`config.mk`:
```
export PLATFORM = sky130hd
export DESIGN_NAME = mem_port_arbiter
export DESIGN_NICKNAME = d
export VERILOG_FILES = /design/src/rtl/mem_port_arbiter_pkg.sv /design/src/rtl/mem_req_check.sv /design/src/rtl/mem_port_arbiter.sv
export SDC_FILE = /design/constraint.sdc
export NUM_CORES = 1
export LEC_CHECK = 0
export ABC_AREA = 1
export CELL_PAD_IN_SITES_DETAIL_PLACEMENT = 0
export CELL_PAD_IN_SITES_GLOBAL_PLACEMENT = 1
export CORE_MARGIN = 3
export CORE_UTILIZATION = 28
export CTS_CLUSTER_DIAMETER = 120
export DETAILED_ROUTE_END_ITERATION = 10
export GPL_TIMING_DRIVEN = 0
export PLACE_DENSITY = 0.89
export SYNTH_ARGS = -nofsm -noshare
export SYNTH_HDL_FRONTEND = slang
export SYNTH_SLANG_ARGS = --single-unit
```
`constraint.sdc`:
```
create_clock -name i_clk -period 2.7 [get_ports i_clk]
set_clock_uncertainty 0.1 [all_clocks]
set_input_delay 0.54 -clock i_clk [delete_from_list [all_inputs] [get_ports i_clk]]
set_output_delay 0.54 -clock i_clk [all_outputs]
set_load 0.01 [all_outputs]
```
`src/rtl/mem_port_arbiter_pkg.sv`:
```
// Shared types for the data-memory port arbiter: memory control bundle,
// arbiter state encoding and access-size encodings.
package mem_port_arbiter_pkg;

  typedef struct packed {
    logic       memRead;
    logic       memWrite;
    logic [1:0] size;
    logic       sign;
  } mem_ctrl_t;

  typedef enum logic [1:0] {
    IDLE   = 2'd0,
    ACCESS = 2'd1,
    ERR    = 2'd2,
    RESP   = 2'd3
  } arb_state_e;

  localparam logic [1:0] SZ_BYTE = 2'b00;
  localparam logic [1:0] SZ_HALF = 2'b01;
  localparam logic [1:0] SZ_WORD = 2'b10;

endpackage

```
`src/rtl/mem_req_check.sv`:
```
// Combinational legality check for one memory request: ctrl sanity,
// size encoding, natural alignment and address range.
module mem_req_check
  import mem_port_arbiter_pkg::*;
#(
  parameter int DEPTH_WORDS = 2048
) (
  input  logic [31:0] addr,
  input  logic        mem_read,
  input  logic        mem_write,
  input  logic [1:0]  size,
  output logic        legal
);

  localparam logic [32:0] ADDR_LIMIT = 33'(DEPTH_WORDS) << 2;

  logic aligned;
  logic in_range;

  always_comb begin
    aligned = 1'b0;
    case (size)
      SZ_BYTE: aligned = 1'b1;
      SZ_HALF: aligned = ~addr[0];
      SZ_WORD: aligned = (addr[1:0] == 2'b00);
      default: aligned = 1'b0;
    endcase
  end

  assign in_range = ({1'b0, addr} < ADDR_LIMIT);
  assign legal    = (mem_read ^ mem_write) && aligned && in_range;

endmodule

```
`src/rtl/mem_port_arbiter.sv`:
```
// Two-port arbiter for the single data-memory port: fixed priority to port 0
// with a starvation override for port 1, one-cycle access, registered response.
module mem_port_arbiter
  import mem_port_arbiter_pkg::*;
#(
  parameter int DEPTH_WORDS  = 2048,
  parameter int STARVE_LIMIT = 4
) (
  input  logic        i_clk,
  input  logic        i_reset,
  input  logic        i_p0_valid,
  output logic        o_p0_ready,
  input  logic [31:0] i_p0_addr,
  input  logic [31:0] i_p0_wdata,
  input  mem_ctrl_t   i_p0_ctrl,
  output logic        o_p0_rvalid,
  output logic [31:0] o_p0_rdata,
  output logic        o_p0_rerr,
  input  logic        i_p1_valid,
  output logic        o_p1_ready,
  input  logic [31:0] i_p1_addr,
  input  logic [31:0] i_p1_wdata,
  input  mem_ctrl_t   i_p1_ctrl,
  output logic        o_p1_rvalid,
  output logic [31:0] o_p1_rdata,
  output logic        o_p1_rerr,
  output logic [31:0] o_memAddr,
  output logic [31:0] o_writeData,
  output mem_ctrl_t   o_ctrlMEM,
  input  logic [31:0] i_readData
);

  localparam logic [3:0] LIMIT = 4'(STARVE_LIMIT);

  arb_state_e  state;
  logic        owner;
  logic [3:0]  starve_cnt;
  logic        legal0, legal1;
  logic        arb_phase, force1, accept, acc_legal;
  mem_ctrl_t   acc_ctrl;
  logic [31:0] acc_addr, acc_wdata;

  mem_req_check #(.DEPTH_WORDS(DEPTH_WORDS)) u_chk0 (
    .addr(i_p0_addr), .mem_read(i_p0_ctrl.memRead), .mem_write(i_p0_ctrl.memWrite),
    .size(i_p0_ctrl.size), .legal(legal0)
  );

  mem_req_check #(.DEPTH_WORDS(DEPTH_WORDS)) u_chk1 (
    .addr(i_p1_addr), .mem_read(i_p1_ctrl.memRead), .mem_write(i_p1_ctrl.memWrite),
    .size(i_p1_ctrl.size), .legal(legal1)
  );

  // Ready depends only on state, counter and the valids, never on the other ready.
  assign arb_phase  = ((state == IDLE) || (state == RESP)) && !i_reset;
  assign force1     = (starve_cnt == LIMIT) && i_p0_valid && i_p1_valid;
  assign o_p0_ready = arb_phase && i_p0_valid && !force1;
  assign o_p1_ready = arb_phase && i_p1_valid && (!i_p0_valid || force1);
  assign accept     = o_p0_ready || o_p1_ready;

  assign acc_ctrl  = o_p1_ready ? i_p1_ctrl  : i_p0_ctrl;
  assign acc_addr  = o_p1_ready ? i_p1_addr  : i_p0_addr;
  assign acc_wdata = o_p1_ready ? i_p1_wdata : i_p0_wdata;
  assign acc_legal = o_p1_ready ? legal1     : legal0;

  always_ff @(posedge i_clk) begin
    if (i_reset) begin
      state       <= IDLE;
      owner       <= 1'b0;
      starve_cnt  <= 4'd0;
      o_ctrlMEM   <= '0;
      o_memAddr   <= 32'd0;
      o_writeData <= 32'd0;
      o_p0_rvalid <= 1'b0;
      o_p0_rerr   <= 1'b0;
      o_p0_rdata  <= 32'd0;
      o_p1_rvalid <= 1'b0;
      o_p1_rerr   <= 1'b0;
      o_p1_rdata  <= 32'd0;
    end else begin
      o_ctrlMEM   <= '0;
      o_p0_rvalid <= 1'b0;
      o_p0_rerr   <= 1'b0;
      o_p0_rdata  <= 32'd0;
      o_p1_rvalid <= 1'b0;
      o_p1_rerr   <= 1'b0;
      o_p1_rdata  <= 32'd0;

      if (!i_p1_valid || o_p1_ready) begin
        starve_cnt <= 4'd0;
      end else if (o_p0_ready && (starve_cnt != LIMIT)) begin
        starve_cnt <= starve_cnt + 4'd1;
      end

      case (state)
        IDLE, RESP: begin
          if (accept) begin
            owner <= o_p1_ready;
            if (acc_legal) begin
              state       <= ACCESS;
              o_ctrlMEM   <= acc_ctrl;
              o_memAddr   <= acc_addr;
              o_writeData <= acc_wdata;
            end else begin
              state <= ERR;
            end
          end else begin
            state <= IDLE;
          end
        end
        ACCESS: begin
          state <= RESP;
          if (owner) begin
            o_p1_rvalid <= 1'b1;
            o_p1_rdata  <= o_ctrlMEM.memRead ? i_readData : 32'd0;
          end else begin
            o_p0_rvalid <= 1'b1;
            o_p0_rdata  <= o_ctrlMEM.memRead ? i_readData : 32'd0;
          end
        end
        ERR: begin
          state <= RESP;
          if (owner) begin
            o_p1_rvalid <= 1'b1;
            o_p1_rerr   <= 1'b1;
          end else begin
            o_p0_rvalid <= 1'b1;
            o_p0_rerr   <= 1'b1;
          end
        end
        default: state <= IDLE;
      endcase
    end
  end

endmodule

```
==> results by group, run 1 <==
Outcome
  • Status: complete, no violations

Power
  • Switching share of power: 29.1%
  • Clock network power share: 43.2%
  • Switching pwr: 1.69 mW
  • Peak VDD IR: 0.000363 V
  • Comb pwr share: 19.1%
  • Sequential power share: 37.7%
  • P_int: 4.12 mW
  • Leak: 4.41 nW
  • PwrDens: 588 nW/µm²

GRT
  • Vias in the first global route: 5,800
  • First-pass GRT wire length: 30,200 µm
  • Overflow after GRT: 0
  • Largest net degree at the start of global routing: 17
  • Gr usage total: 17.3%
  • Initial antenna violation count: 0

Drt
  • 1st-iter DRT viols: 200
  • DRC: 0
  • Routed length per instance: 14.0 µm
  • Final ANT Viol Nets: 0
  • Final WL: 20,100 µm
  • DR vias/cell: 4.28
  • Total vias in the final route: 6,141
  • Drt first pass iters: 4

Die
  • Die Area: 22,400 µm²
  • Initial core utilization: 29.1%
  • Die W: 150 µm
  • Row count: 51
  • Number of top-level pins: 313
  • Core box area: 19,800 µm²
  • Die height: 150 µm

Critical path
  • Crit. End Element: output port
  • Worst reg2reg startpoint: starve_cnt[0]$_SDFFE_PP0P_
  • Critical path required time: 2.06 ns
  • Critical path startpoint category: input port
  • CP Class: in -> out
  • CP max FO: 10
  • Arr. time, crit path: 1.94 ns
  • Critical path launch point: i_reset

Finish
  • Ant diodes: 0
  • Area added between synthesis and finish: 71.2%
  • Share of layout cells above drive strength 1: 5.38%
  • Number of nets in the layout: 1,335
  • Commonest cells after routing, fill and taps aside: 310 x clkdlybuf4s50_1, 220 x nand2_1, 144 x dfxtp_1, 122 x inv_1, 75 x nor2_1
  • Seq. cell area: 2880 µm²
  • Finished Cell Area: 9890 µm²
  • Commonest non-fill, non-tap cell in the layout: clkdlybuf4s50_1
  • Multi-input logic area: 2210 µm²
  • Filler cell count: 1,984

STA
  • RSZ-0062 raised after global routing: false
  • Worst setup slack after layout: 0.118 ns
  • Worst slew pin tran: 0.546 ns
  • Max frequency: 0.387 GHz
  • Period utilization: 95.6%
  • Final hold violation count: 0
  • Max Slew Vio Count: 0
  • Relative slew slack: 63.6%
  • Final Setup Violations: 0
  • Final Critical Period: 2.58 ns

Placement
  • Final Wtd Congestion: 0.821
  • DP Area: 9230 µm²
  • PortBufs: 312
  • Placement Setup Slack: -0.683 ns
  • Hpwl dp: 15,800 µm

Synthesis
  • Mapped Area: 5780 µm²
  • Library cells used by synthesis: 23
  • Seq cells post-synth: 144
  • Synth Area per Inst: 7.01 µm²
  • Mapped Cells: 824
  • Syn_nets: 1,002
  • Yosys warns: 0
  • Seq/Total Area, Yosys: 49.9%

Clock network
  • Clock Latency Late Sink: 0.43 ns
  • Number of CTS-inserted buffers: 17
  • Post-CTS Hold Buffers: 0
  • Clock Sinks: 144
  • Worst-path clk slew: 0.06 ns
  • Clock buffer depth: 2
  • Root buffer cell: clkbuf_16
  • CTS tree: built
  • Htree depth: 4

Min path
  • Hold_sp: o_memAddr[19]$_SDFFE_PP0P_
  • Min-Delay Path Class: reg -> reg

Job
  • Max Cap Viol: 0
-- worst paths after layout --
path	end	slack, ns	cells past startpoint
worst min-delay path	o_memAddr[19]$_SDFFE_PP0P_	0.35	2
worst max register to register	o_writeData[30]$_SDFFE_PP0P_	0.29	12
worst max-delay path	o_p1_ready	0.12	6
worst min register to register	o_memAddr[19]$_SDFFE_PP0P_	0.35	2
-- metal layers --
| layer | wire (µm) | GRT usage, % | vias to the layer above |
|---|---|---|---|
| li1 | - | - | 3201 |
| met1 | 8430 | 20.3 | 2697 |
| met2 | 9720 | 30.4 | 218 |
| met3 | 1450 | 4.54 | 25 |
| met4 | 462 | 5.90 | 0 |
| met5 | 0 | 0 | - |
-- power by group through the flow --
stage | logic (mW) | clock network [mW] | registers (mW)
6_report | 1.11 | 2.51 | 2.19
5_1_grt | 1.26 | 2.67 | 2.19
4_1_cts | 1.12 | 2.58 | 2.19
3_5_place_dp | 1.12 | 0 | 2.24
3_3_place_gp | 1.11 | 0 | 2.24
2_1_floorplan | 0.571 | 0 | 2.24
-- through the flow --
stage	util, %	instances	hold WS [ns]	setup TNS, ns	total power, mW
floorplan	-	824	0.313	0	2.81
global placement	46.5	1401	0.342	-11.68	3.35
detailed placement	46.5	1401	0.344	-12.94	3.36
CTS	49.8	1434	0.354	0	5.89
global route	49.9	1435	0.366	0	6.12
finish	49.9	1435	0.354	0	5.81
-- registers in the layout (all words and copies together), names as in the netlist --
register and count:
o_memAddr 32, o_p0_rdata 32, o_p1_rdata 32, o_writeData 32, o_ctrlMEM 5, starve_cnt 4
state 2, o_p0_rerr 1, o_p0_rvalid 1, o_p1_rerr 1, o_p1_rvalid 1, owner 1
-- worst max-delay path, cell delays in order --
cell and delay [ns]:
clkdlybuf4s50_1 0.49, inv_2 0.12, nand3_1 0.15, a21oi_4 0.18, buf_6 0.17, dlygate4sd2_1 0.29
-- synthesized netlist by cell type --
cell      instances  area share [%]
buf_4             1            0.13
ha_1              4            0.87
a21oi_2           1            0.15
xor2_1            1            0.15
and2_0            2            0.22
nor2_1           75             4.9
buf_1             8            0.52
dfxtp_1         144              50
and3_1            1            0.11
nand3_1          72             6.2
o22ai_1           1            0.11
clkbuf_1         19             1.2
nand2_1         220              14
nor3_1           69             6.0
nand4_1           2            0.22
o21ai_0           1           0.087
or2_2             1            0.11
inv_1           122             7.9
a211oi_1          1            0.13
inv_2             4            0.26
a21oi_1          52             4.5
and2_1            1            0.11
buf_2            22             1.9
-- layout make-up --
cell class,instances,share of cell area [%]
Clock buffer,17,4.30
Clock inverter,15,2.12
Multi-Input combinational cell,504,22.3
Buffer,50,2.28
Sequential cell,144,29.1
Tap cell,265,3.35
Inverter,126,4.78
Timing Repair Buffer,314,31.7
-- kinds of logic after synthesis --
group,count (synthesis),synth area share (%)
AND/OR/NAND/NOR,443,32.1
buffers and inverters,176,12.0
flip-flops,144,49.9
AO/OA/AOI/OAI,56,4.98
adder cells (fa/ha/maj),4,0.866
XOR/XNOR,1,0.152
-- repair_timing --
action | in CTS | in global routing
endpoints found under the setup margin | 2 | 1
endpoints found under the hold margin | 0 | 0
buffers inserted | 1 | 1
gates cloned | 0 | 0
resized for setup | 4 | 1
Note: power is estimated with default switching activity, not from simulation.
==> run 2, diff against run 1 <==
--- a/config.mk
+++ b/config.mk
@@ -11,6 +11,7 @@
 export CORE_MARGIN = 3
 export CORE_UTILIZATION = 28
 export CTS_CLUSTER_DIAMETER = 120
+export CTS_CLUSTER_SIZE = 30
 export DETAILED_ROUTE_END_ITERATION = 10
 export GPL_TIMING_DRIVEN = 0
 export PLACE_DENSITY = 0.89
==> results of run 2 <==
No change in the layout: final DEF, timing and power equal those of run 1.
